### config.mk
export PLATFORM = sky130hd
export DESIGN_NAME = cpu_step_sequencer
export DESIGN_NICKNAME = d
export VERILOG_FILES = /design/src/rtl/cpu_step_sequencer_pkg.sv /design/src/rtl/cpu_step_sequencer_btn_debounce.sv /design/src/rtl/cpu_step_sequencer.sv
export SDC_FILE = /design/constraint.sdc
export NUM_CORES = 1
export LEC_CHECK = 0
export BUFFER_PORTS_ARGS = -buffer_cell sky130_fd_sc_hd__buf_2
export CAP_MARGIN = 20
export CORE_MARGIN = 10
export CORE_UTILIZATION = 29
export DETAILED_ROUTE_END_ITERATION = 16
export GPL_TIMING_DRIVEN = 1
export MAX_ROUTING_LAYER = met4
export SLEW_MARGIN = 20
export SYNTH_ARGS = -nofsm -noshare
export SYNTH_HDL_FRONTEND = slang
export SYNTH_SLANG_ARGS = --single-unit
### constraint.sdc
create_clock -name clk -period 2.9 [get_ports clk]
set_clock_uncertainty 0.15 [all_clocks]
set_input_delay 0.435 -clock clk [delete_from_list [all_inputs] [get_ports clk]]
set_output_delay 0.435 -clock clk [all_outputs]
set_load 0.01 [all_outputs]
### src/rtl/cpu_step_sequencer_pkg.sv
// Shared phase codes and datapath widths
// for the trainer CPU step sequencer.
package cpu_step_sequencer_pkg;

  localparam int INSTR_W = 8;
  localparam int STEP_W  = 16;

  typedef enum logic [2:0] {
    PH_IDLE      = 3'd0,
    PH_FETCH     = 3'd1,
    PH_DECODE    = 3'd2,
    PH_EXECUTE   = 3'd3,
    PH_WRITEBACK = 3'd4
  } phase_e;

endpackage

### src/rtl/cpu_step_sequencer_btn_debounce.sv
// Button synchronizer, debouncer and
// one-cycle rising-edge step request.
module btn_debounce #(
  parameter int DEBOUNCE_CYCLES = 16
) (
  input  logic clk,
  input  logic rst_n,
  input  logic btn,
  output logic step_req
);

  localparam int CW = $clog2(DEBOUNCE_CYCLES + 1);

  logic          sync1_q;
  logic          sync2_q;
  logic          deb_q;
  logic          deb_d1_q;
  logic [CW-1:0] cnt_q;

  always_ff @(posedge clk or negedge rst_n) begin
    if (!rst_n) begin
      sync1_q  <= 1'b0;
      sync2_q  <= 1'b0;
      deb_q    <= 1'b0;
      deb_d1_q <= 1'b0;
      cnt_q    <= '0;
      step_req <= 1'b0;
    end else begin
      sync1_q  <= btn;
      sync2_q  <= sync1_q;
      deb_d1_q <= deb_q;
      step_req <= deb_q & ~deb_d1_q;
      // accept the new level on the last of the required differing samples
      if (sync2_q == deb_q) begin
        cnt_q <= '0;
      end else if (cnt_q == CW'(DEBOUNCE_CYCLES - 1)) begin
        deb_q <= sync2_q;
        cnt_q <= '0;
      end else begin
        cnt_q <= cnt_q + CW'(1);
      end
    end
  end

endmodule

### src/rtl/cpu_step_sequencer.sv
// Step sequencer: button or auto-run timer
// drives one FETCH/DECODE/EXECUTE/WRITEBACK pass.
module cpu_step_sequencer
  import cpu_step_sequencer_pkg::*;
#(
  parameter int DEBOUNCE_CYCLES = 16,
  parameter int RUN_DIV         = 8,
  parameter int EXEC_TIMEOUT    = 64
) (
  input  logic               clk,
  input  logic               rst_n,
  input  logic               step_btn,
  input  logic               run_mode,
  input  logic [INSTR_W-1:0] instr_in,
  input  logic               exec_done,
  output logic [INSTR_W-1:0] ir,
  output logic               ir_load,
  output logic               reg_rd_en,
  output logic               alu_en,
  output logic               reg_wr_en,
  output logic               flag_wr_en,
  output logic               busy,
  output logic [2:0]         phase,
  output logic [STEP_W-1:0]  step_count,
  output logic               fault
);

  localparam int DW = $clog2(RUN_DIV + 1);
  localparam int TW = $clog2(EXEC_TIMEOUT + 1);

  phase_e              state_q;
  phase_e              state_d;
  logic                btn_req;
  logic                auto_req;
  logic                step_req;
  logic                tmo_hit;
  logic [DW-1:0]       div_q;
  logic [TW-1:0]       tmo_q;
  logic [INSTR_W-1:0]  ir_q;
  logic [STEP_W-1:0]   step_cnt_q;
  logic                fault_q;

  btn_debounce #(
    .DEBOUNCE_CYCLES(DEBOUNCE_CYCLES)
  ) u_btn (
    .clk      (clk),
    .rst_n    (rst_n),
    .btn      (step_btn),
    .step_req (btn_req)
  );

  always_comb begin
    auto_req = (state_q == PH_IDLE) && run_mode
               && (div_q == DW'(RUN_DIV));
    step_req = run_mode ? auto_req : btn_req;
    tmo_hit  = (tmo_q == TW'(EXEC_TIMEOUT - 1));
  end

  always_comb begin
    state_d = state_q;
    unique case (state_q)
      PH_IDLE:      if (step_req) state_d = PH_FETCH;
      PH_FETCH:     state_d = PH_DECODE;
      PH_DECODE:    state_d = PH_EXECUTE;
      PH_EXECUTE: begin
        if (exec_done)    state_d = PH_WRITEBACK;
        else if (tmo_hit) state_d = PH_IDLE;
      end
      PH_WRITEBACK: state_d = PH_IDLE;
      default:      state_d = PH_IDLE;
    endcase
  end

  always_ff @(posedge clk or negedge rst_n) begin
    if (!rst_n) begin
      state_q    <= PH_IDLE;
      div_q      <= '0;
      tmo_q      <= '0;
      ir_q       <= '0;
      step_cnt_q <= '0;
      fault_q    <= 1'b0;
    end else begin
      state_q <= state_d;
      // divider only runs while idling in auto-run
      if (state_q == PH_IDLE && run_mode && !auto_req)
        div_q <= div_q + DW'(1);
      else
        div_q <= '0;
      if (state_q == PH_EXECUTE)
        tmo_q <= tmo_q + TW'(1);
      else
        tmo_q <= '0;
      if (state_q == PH_FETCH)
        ir_q <= instr_in;
      if (state_q == PH_WRITEBACK)
        step_cnt_q <= step_cnt_q + STEP_W'(1);
      if (state_q == PH_EXECUTE && !exec_done && tmo_hit)
        fault_q <= 1'b1;
    end
  end

  assign ir_load    = (state_q == PH_FETCH);
  assign reg_rd_en  = (state_q == PH_DECODE);
  assign alu_en     = (state_q == PH_EXECUTE);
  assign reg_wr_en  = (state_q == PH_WRITEBACK);
  assign flag_wr_en = (state_q == PH_WRITEBACK);
  assign busy       = (state_q != PH_IDLE);
  assign phase      = state_q;
  assign ir         = ir_q;
  assign step_count = step_cnt_q;
  assign fault      = fault_q;

endmodule

==> results.sh, run 1 <==
export IMPL_core_area_um2=6830
export IMPL_ctsResizeCount=0
export IMPL_irDropWorstVdd_uv=452
export IMPL_synth_avg_cell_area_um2=12.0
export IMPL_viasPerCell=4.20
export IMPL_cp_top_family="simple AND/OR/NAND/NOR gates"
export IMPL_p_comb_frac=0.275
export IMPL_slew_headroom=0.550
export IMPL_powerDensity_nw_per_um2=713
export IMPL_cts_max_level=2
export IMPL_synthesis_instances=170
export IMPL_crit_fanout=9
export IMPL_period_share=0.786
export IMPL_cts_root_buf="clkbuf_8"
export IMPL_post_drt_wl_per_cell_um=12.3
export IMPL_rows=30
export IMPL_gp_congestion=0.743
export IMPL_grt_pass1_vias=1384
export IMPL_route_met3_wl_um=141
export IMPL_yosys_area_top_type="dfrtp_1"
export IMPL_drv_slew=0
export IMPL_finalSetupTns_ns=0
export IMPL_synthTopCellsByCount="dfrtp_1 (49), nor2_1 (16), nand2_1 (14)"
export IMPL_grt_pass1_wl_um=6840
export IMPL_critPathArrivalTime_ns=1.69
export IMPL_antenna_found_initial=0
export IMPL_cts_tree="built"
export IMPL_holdWs_ns=0.0184
export IMPL_outcome="finished clean"
export IMPL_ys_types=30
export IMPL_cts_post_setup_buffers_inserted=0
export IMPL_swShare=0.315
export IMPL_hp_class="in -> async"
export IMPL_p_switching_mw=0.559
export IMPL_syn_area_um2=2050
export IMPL_placed_area_um2=2390
export IMPL_tightest_slew_ns=0.674
export IMPL_synthArstFlopShare=1.00
export IMPL_start_util=0.300
export IMPL_synth_most_common_cell="dfrtp_1"
export IMPL_holdBufCountCts=0
export IMPL_total_leakage_power_nw=1.26
export IMPL_synth_seq_cells=49
export IMPL_path_cells="or3b_1 > inv_1 > buf_2"
export IMPL_seqPwrFrac=0.499
export IMPL_wl_met2_um=1810
export IMPL_clkPwrFrac=0.226
export IMPL_synth_top_cell_area_share=0.599
export IMPL_path_clk_slew_ns=0.09
export IMPL_cts_sinks=49
export IMPL_dr_pass1_iters=4
export IMPL_clockBufferDepth=2
export IMPL_cp_end_kind="primary output"
export IMPL_fin_area_um2=2480
export IMPL_fillers=702
export IMPL_die_area_um2=10800
export IMPL_setup_viol=0
export IMPL_num_antenna_cells=0
export IMPL_die_x_um=104
export IMPL_area_growth_pct=21.3
export IMPL_synth_edf_count=0
export IMPL_track_usage=0.0779
export IMPL_top_layer="met4"
export IMPL_nets=240
export IMPL_internal_power_mw=1.21
export IMPL_drv_cap=0
export IMPL_critPathRequiredTime_ns=2.32
export IMPL_grt_overflow=0
export IMPL_post_route_min_period_ns=2.28
export IMPL_synthTopCellsByArea="dfrtp_1 (60%), xnor2_1 (5.6%), mux2_2 (4.9%)"
export IMPL_synth_sequential_area_ratio=0.599
export IMPL_fmax_ghz=0.439
export IMPL_drc=0
export IMPL_dp_hpwl_um=3070
export IMPL_grt_max_degree=32
export IMPL_io_pins=47
export IMPL_numCtsBuffers=5
export IMPL_syn_nets=188
export IMPL_post_route_util=0.364
export IMPL_drt_iter0_markers=40
export IMPL_crit_slowest_cell="or3b_1"
export IMPL_die_h_um=104
export IMPL_portBuffers=46
export IMPL_wirelength_um=3900
export IMPL_clock_latency_ns=0.30
export IMPL_antenna_left=0
export IMPL_via_count=1335
export IMPL_cp_slowest_stage_delay_ns=0.60
export IMPL_ys_flop_type="dfrtp_1"
export IMPL_drive_above_1_share=0.315
export IMPL_rsz0062_at_grt="false"
export IMPL_worst_path_buf_inv=2
export IMPL_hold_viol=0
export IMPL_yosys_warnings=0
export IMPL_worstSetupStartpointType="flop"
export IMPL_path_class="reg -> out"
export IMPL_wl_met1_um=1920
## layout make-up
cell class / count / area [µm²] / area share
flip-flops and latches: 49 / 1230 / 0.493
clock buffers: 6 / 82.6 / 0.0332
well taps: 96 / 120 / 0.0483
inverters: 7 / 26.3 / 0.0106
repair buffers: 49 / 253 / 0.102
clock inverters: 1 / 7.51 / 0.00302
multi-input cells: 110 / 769 / 0.310
## power by group through the flow
stage          sequential, mW  clock (mW)  combinational [mW]
2_1_floorplan           0.934           0               0.251
6_report                0.884       0.400               0.487
4_1_cts                 0.887       0.421               0.507
5_1_grt                 0.911       0.442               0.553
3_3_place_gp            0.894           0               0.504
3_5_place_dp            0.901           0               0.504
## metal layers
| layer | global-route usage | up-vias |
|---|---|---|
| li1 | - | 669 |
| met1 | 0.100 | 625 |
| met2 | 0.115 | 36 |
| met3 | 0.0229 | 5 |
| met4 | 0.0239 | 0 |
| met5 | - | - |
## cell usage in the layout, fill, tap and decap left out, drive strengths merged
| master | n |
|---|---|
| nand2 | 14 |
| or3b | 1 |
| o21ba | 1 |
| a21oi | 1 |
| nor3 | 5 |
| clkinvlp | 1 |
| o211ai | 1 |
| o21a | 2 |
| buf | 49 |
| o21ai | 2 |
| nand4 | 2 |
| dfrtp | 49 |
| nor2 | 16 |
| o31ai | 1 |
| xor2 | 10 |
| mux2 | 9 |
| nor3b | 1 |
| nor2b | 1 |
| and2 | 4 |
| a31o | 1 |
| o311ai | 1 |
| ha | 5 |
| xnor2 | 13 |
| or2 | 1 |
| and3 | 3 |
| inv | 7 |
| or3 | 1 |
| clkbuf | 6 |
| nand3 | 12 |
| nor4 | 2 |
## cell families after synthesis
| logic type | synth area share |
|---|---|
| AND/OR/NAND/NOR | 0.162 |
| flip-flops | 0.599 |
| XOR/XNOR | 0.0983 |
| buffers and inverters | 0.0257 |
| AO/OA/AOI/OAI | 0.0354 |
| multiplexers | 0.0495 |
| adder cells (fa/ha/maj) | 0.0305 |
## registers in the layout (all words and copies together), names as in the netlist
| signal | flops |
|---|---|
| phase | 3 |
| u_btn.step_req | 1 |
| u_btn.deb_q | 1 |
| step_count | 16 |
| ir | 8 |
| div_q | 4 |
| tmo_q | 7 |
| u_btn.sync2_q | 1 |
| u_btn.deb_d1_q | 1 |
| u_btn.cnt_q | 5 |
| u_btn.sync1_q | 1 |
| fault | 1 |
## metrics by stage
step	instances	setup slack, ns	total power, mW
2_1_floorplan	170	1.03	1.18
3_3_place_gp	311	0.917	1.40
3_5_place_dp	311	0.868	1.41
4_1_cts	318	0.587	1.82
5_1_grt	318	0.512	1.91
6_report	318	0.621	1.77
## final timing paths
kind | startpoint | end | slack, ns | cells past startpoint
setup reg to reg | phase[1] | step_count[13] | 0.89 | 4
max in group asynchronous | rst_n | ir[7] | 1.95 | 2
hold / removal | rst_n | step_count[4] | 0.02 | 1
min in group clk | step_btn | u_btn.sync1_q | 0.10 | 1
hold reg to reg | u_btn.sync1_q | u_btn.sync2_q | 0.20 | 0
setup / recovery | phase[1] | reg_wr_en | 0.62 | 3
## worst register-to-register path, stage by stage, from the launching register on
cell	delay, ns
dfrtp_1	0.45
or3b_1	0.60
nor4_4	0.42
nand3_1	0.15
xnor2_1	0.15
(Power assumes the default switching activity.)
==> inputs of run 2 (changes only) <==
==> constraint.sdc (replaced) <==
create_clock -name clk -period 1.9 [get_ports clk]
set_clock_uncertainty 0.15 [all_clocks]
set_input_delay 0.285 -clock clk [delete_from_list [all_inputs] [get_ports clk]]
set_output_delay 0.285 -clock clk [all_outputs]
set_load 0.01 [all_outputs]
==> run 2 against run 1 <==
Compared with the run above:
- global-route usage up 0.18 points
- setup slack worse by 0.56 ns
- critical endpoint is now flag_wr_en
- final cell count up 3.8%
- worst hold slack better by 0.026 ns
- critical path depth up 1
- count of clock-buffer cells in the layout down 1
- highest routed layer unchanged
==> results.sh, run 2 (synthesis gave the netlist of run 1 again) <==
export IMPL_outcome="finished clean"
export IMPL_clock_latency_ns=0.31
export IMPL_hp_class="in -> reg"
export IMPL_rows=30
export IMPL_grt_pass1_wl_um=6960
export IMPL_antenna_left=0
export IMPL_fmax_ghz=0.544
export IMPL_drive_above_1_share=0.359
export IMPL_period_share=0.967
export IMPL_drv_cap=0
export IMPL_multi_input_area_um2=779
export IMPL_r2r_end="step_count[8]"
export IMPL_largest_register_ffs=16
export IMPL_die_x_um=104
export IMPL_total_leakage_power_nw=1.32
export IMPL_die_area_um2=10800
export IMPL_holdPathEnd="phase[0]"
export IMPL_ff2ff_setup_slack_ns=0.09
export IMPL_track_usage=0.0797
export IMPL_wirelength_um=3910
export IMPL_slew_headroom=0.713
export IMPL_crit_fanout=5
export IMPL_p_comb_frac=0.322
export IMPL_hp_start="exec_done"
export IMPL_numCtsBuffers=5
export IMPL_clockBufferDepth=2
export IMPL_viasPerCell=4.22
export IMPL_layout_cells_most_common="dfrtp_1"
export IMPL_dr_pass1_iters=2
export IMPL_die_h_um=104
export IMPL_post_route_util=0.383
export IMPL_internal_power_mw=1.95
export IMPL_path_class="reg -> out"
export IMPL_setup_ws_ns=0.0628
export IMPL_dpl_cell_count=314
export IMPL_path_clk_slew_ns=0.10
export IMPL_grt_max_degree=33
export IMPL_swShare=0.320
export IMPL_io_pins=47
export IMPL_irDropWorstVdd_uv=473
export IMPL_dp_slack_ns=0.0417
export IMPL_grt_pass1_vias=1430
export IMPL_drv_slew=0
export IMPL_num_antenna_cells=0
export IMPL_core_area_um2=6830
export IMPL_gp_congestion=0.704
export IMPL_cts_max_level=2
export IMPL_finalSetupTns_ns=0
export IMPL_via_count=1392
export IMPL_hold_viol=0
export IMPL_cts_sinks=49
export IMPL_cts_root_buf="clkbuf_8"
export IMPL_area_growth_pct=27.8
export IMPL_rsz0062_at_grt="false"
export IMPL_worstSetupStartpointType="flop"
export IMPL_rr_worst_depth=5
export IMPL_p_switching_mw=0.917
export IMPL_nets=251
export IMPL_cp_end_kind="primary output"
export IMPL_antenna_found_initial=0
export IMPL_post_drt_wl_per_cell_um=11.8
export IMPL_start_util=0.300
export IMPL_regArea_um2=1230
export IMPL_fillers=686
export IMPL_setup_viol=0
export IMPL_layout_common_cells="dfrtp_1 (49), buf_2 (44), nor2_1 (16), nand2_1 (14), xnor2_1 (13)"
export IMPL_critPathArrivalTime_ns=1.40
export IMPL_fin_cells=330
export IMPL_critPathRequiredTime_ns=1.46
export IMPL_grt_overflow=0
export IMPL_tightest_slew_ns=0.427
export IMPL_r2r_start="phase[0]"
export IMPL_portBuffers=46
export IMPL_drt_iter0_markers=17
export IMPL_post_route_min_period_ns=1.84
export IMPL_min_path_cells=2
export IMPL_dp_hpwl_um=3010
export IMPL_drc=0
export IMPL_clkPwrFrac=0.217
export IMPL_cts_tree="built"
export IMPL_powerDensity_nw_per_um2=1090
export IMPL_seqPwrFrac=0.461
## run 2: changes by cell type in the layout (fill, tap and decap cells not counted), moves of 2 or more
cell / before / now
clkinv_4: 0 / 2
buf_4: 3 / 10
dlygate4sd3_1: 0 / 2
buf_6: 0 / 3
buf_2: 46 / 44
inv_1: 7 / 5
## run 2: final cells by class
| cell class | instances | share of cell area |
|---|---|---|
| clock buffers | 5 | 0.0263 |
| clock inverters | 3 | 0.00860 |
| inverters | 7 | 0.0120 |
| multi-input cells | 110 | 0.298 |
| flip-flops and latches | 49 | 0.468 |
| well taps | 96 | 0.0459 |
| repair buffers | 60 | 0.141 |
## run 2: worst max-delay path by stage
| stage | startpoint | slack, ns | to | depth (start not counted) |
|---|---|---|---|---|
| final | phase[0] | 0.06 | flag_wr_en | 4 |
| after global routing | phase[0] | 0.001 | reg_wr_en | 4 |
| after CTS | phase[0] | 0.01 | flag_wr_en | 4 |
| after detailed placement | phase[1] | 0.04 | step_count[11] | 4 |
| after global placement | phase[1] | 0.06 | step_count[15] | 4 |
| after floorplan | phase[1] | 0.04 | step_count[11] | 5 |
## run 2: layer usage
layer / vias to the layer above / GRT usage / routed length, µm
met1: 661 / 0.0959 / 1780
li1: 692 / - / -
met3: 7 / 0.0304 / 215
met5: - / - / 0
met2: 32 / 0.118 / 1860
met4: 0 / 0.0298 / 57
## run 2: per-stage QoR
| stage | hold WS [ns] | total power, mW | instance area, µm² |
|---|---|---|---|
| global placement | 0.103 | 2.17 | 2430 |
| floorplan | -0.161 | 1.81 | 2050 |
| finish | 0.0446 | 2.86 | 2620 |
| CTS | 0.0361 | 2.86 | 2570 |
| detailed placement | 0.0992 | 2.19 | 2430 |
| global route | 0.0275 | 3.08 | 2620 |
## run 2: power by group through the flow
stage / registers (mW) / logic [mW] / clock network (mW)
after floorplan: 1.43 / 0.383 / 0
after global placement: 1.33 / 0.840 / 0
after detailed placement: 1.34 / 0.848 / 0
after CTS: 1.32 / 0.879 / 0.663
after global routing: 1.35 / 1.02 / 0.710
final: 1.32 / 0.921 / 0.622
## run 2: repair_timing
item / 4_1_cts / 5_1_grt
endpoints found under the hold margin: 18 / 0
resized for setup: 6 / 4
setup buffers: 1 / 5
pin swaps: 1 / 1
hold buffers: 2 / 0
setup endpoints to repair: 3 / 7
## run 2: worst max-delay path, cell delays in order (launching register included)
cell and delay [ns]:
dfrtp_1 0.39, or3b_4 0.40, buf_6 0.14, inv_6 0.06, buf_6 0.10
==> inputs of run 3 (changes only) <==
--- a/config.mk
+++ b/config.mk
@@ -5,13 +5,17 @@
 export SDC_FILE = /design/constraint.sdc
 export NUM_CORES = 1
 export LEC_CHECK = 0
+export ABC_CLOCK_PERIOD_IN_PS = 1900
 export BUFFER_PORTS_ARGS = -buffer_cell sky130_fd_sc_hd__buf_2
 export CAP_MARGIN = 20
+export CELL_PAD_IN_SITES_DETAIL_PLACEMENT = 2
+export CELL_PAD_IN_SITES_GLOBAL_PLACEMENT = 2
 export CORE_MARGIN = 10
 export CORE_UTILIZATION = 29
 export DETAILED_ROUTE_END_ITERATION = 16
 export GPL_TIMING_DRIVEN = 1
 export MAX_ROUTING_LAYER = met4
+export PLACE_DENSITY_LB_ADDON = 0.1
 export SLEW_MARGIN = 20
 export SYNTH_ARGS = -nofsm -noshare
 export SYNTH_HDL_FRONTEND = slang
==> run 3 against run 2 <==
Compared with the run above:
- critical path depth did not move
- critical path type unchanged
- final cell count increased by 0.91%
- highest routed layer unchanged
- routed wire length increased by 33%
- non-clock buffer count is 3 higher
- sequential share of layout area is 0.64 points lower
- first-iteration DRC count shrank 12%
==> results.sh, run 3 (synthesis gave the netlist of run 1 again) <==
export IMPL_drt_iter0_markers=15
export IMPL_grt_overflow=0
export IMPL_cp_end_kind="primary output"
export IMPL_dp_hpwl_um=4030
export IMPL_die_area_um2=10800
export IMPL_p_comb_frac=0.331
export IMPL_internal_power_mw=2.04
export IMPL_core_area_um2=6830
export IMPL_fin_cells=333
export IMPL_period_share=0.973
export IMPL_total_leakage_power_nw=1.34
export IMPL_hp_start="instr_in[1]"
export IMPL_layout_cells_most_common="dfrtp_1"
export IMPL_nets=254
export IMPL_gp_congestion=0.741
export IMPL_dr_pass1_iters=4
export IMPL_antenna_found_initial=0
export IMPL_grt_max_degree=31
export IMPL_portBuffers=46
export IMPL_clock_latency_ns=0.29
export IMPL_viasPerCell=4.49
export IMPL_fin_area_um2=2650
export IMPL_numCtsBuffers=5
export IMPL_start_util=0.300
export IMPL_outcome="finished clean"
export IMPL_hold_viol=0
export IMPL_critPathRequiredTime_ns=1.46
export IMPL_placed_area_um2=2440
export IMPL_worstSetupStartpointType="flop"
export IMPL_swShare=0.317
export IMPL_num_antenna_cells=0
export IMPL_cts_max_level=2
export IMPL_fillers=746
export IMPL_cts_root_buf="clkbuf_8"
export IMPL_drv_cap=0
export IMPL_wirelength_um=5200
export IMPL_largest_register_ffs=16
export IMPL_fmax_ghz=0.541
export IMPL_clockBufferDepth=2
export IMPL_drc=0
export IMPL_grt_pass1_vias=1806
export IMPL_layout_common_cells="dfrtp_1 (49), buf_2 (44), nor2_1 (16), nand2_1 (14), xnor2_1 (13)"
export IMPL_r2r_start="phase[1]"
export IMPL_path_class="reg -> out"
export IMPL_track_usage=0.104
export IMPL_powerDensity_nw_per_um2=1130
export IMPL_die_h_um=104
export IMPL_slew_headroom=0.658
export IMPL_dpl_cell_count=315
export IMPL_crit_fanout=5
export IMPL_grt_pass1_wl_um=9150
export IMPL_io_pins=47
export IMPL_drive_above_1_share=0.367
export IMPL_antenna_left=0
export IMPL_clkPwrFrac=0.223
export IMPL_crit_start="phase[1]"
export IMPL_area_growth_pct=29.6
export IMPL_rows=30
export IMPL_irDropWorstVdd_uv=323
export IMPL_p_switching_mw=0.949
export IMPL_cts_sinks=49
export IMPL_holdWs_ns=0.0698
export IMPL_post_drt_wl_per_cell_um=15.6
export IMPL_p_total_mw=2.99
export IMPL_critPathArrivalTime_ns=1.41
export IMPL_via_count=1494
export IMPL_setup_viol=0
export IMPL_die_x_um=104
export IMPL_tightest_slew_ns=0.510
export IMPL_post_route_min_period_ns=1.85
export IMPL_drv_slew=0
export IMPL_cts_tree="built"
export IMPL_hp_class="in -> reg"
export IMPL_rsz0062_at_grt="true"
export IMPL_seqPwrFrac=0.446
export IMPL_path_clk_slew_ns=0.09
-- run 3: worst paths after layout --
path / cells after the start / end / slack (ns)
max: 4 / reg_wr_en / 0.05
min: 2 / ir[1] / 0.07
max reg2reg: 5 / step_count[13] / 0.12
min reg2reg: 0 / u_btn.sync2_q / 0.21
max in group asynchronous: 3 / step_count[14] / 0.70
min in group asynchronous: 2 / ir[0] / 0.37
-- run 3: critical path: stages, from the launching register on --
cell and delay, ns:
dfrtp_1 0.40, or3b_4 0.42, buf_6 0.14, inv_6 0.06, buf_6 0.10
-- run 3: timing repair --
action / in CTS / in global routing
cloned: 0 / 0
hold buffers: 2 / 0
endpoints found under the hold margin: 20 / 0
gates resized for setup: 7 / 4
setup buffers: 1 / 7
endpoints found under the setup margin: 6 / 7
pin swaps: 2 / 3
-- run 3: power groups by stage --
stage | registers, mW | logic (mW) | clock network (mW)
final | 1.33 | 0.992 | 0.666
after detailed placement | 1.35 | 0.881 | 0
after floorplan | 1.43 | 0.383 | 0
after global routing | 1.37 | 1.11 | 0.754
after global placement | 1.33 | 0.837 | 0
after CTS | 1.34 | 0.910 | 0.706
-- run 3: per-layer routing --
metal / vias up / wire length [µm] / global-route usage
met5: - / 0 / -
met1: 760 / 2190 / 0.117
li1: 693 / - / -
met4: 0 / 44 / 0.0298
met3: 5 / 176 / 0.0266
met2: 36 / 2790 / 0.178
-- run 3: final cells by class --
type	instances	area [µm²]	share of cell area
repair buffers	63	395	0.149
inverters	7	31.3	0.0118
well taps	96	120	0.0453
clock buffers	7	96.3	0.0363
multi-input cells	110	779	0.294
flip-flops and latches	49	1230	0.462
clock inverters	1	5.00	0.00189
-- run 3: metrics by stage --
| step | setup TNS (ns) | setup slack [ns] | util |
|---|---|---|---|
| after floorplan | 0 | 0.0446 | - |
| after global placement | 0 | 0.0477 | 0.357 |
| after detailed placement | 0 | 0.00482 | 0.357 |
| final | 0 | 0.0515 | 0.388 |
| after global routing | -0.0303 | -0.0155 | 0.388 |
| after CTS | 0 | 0.0200 | 0.379 |
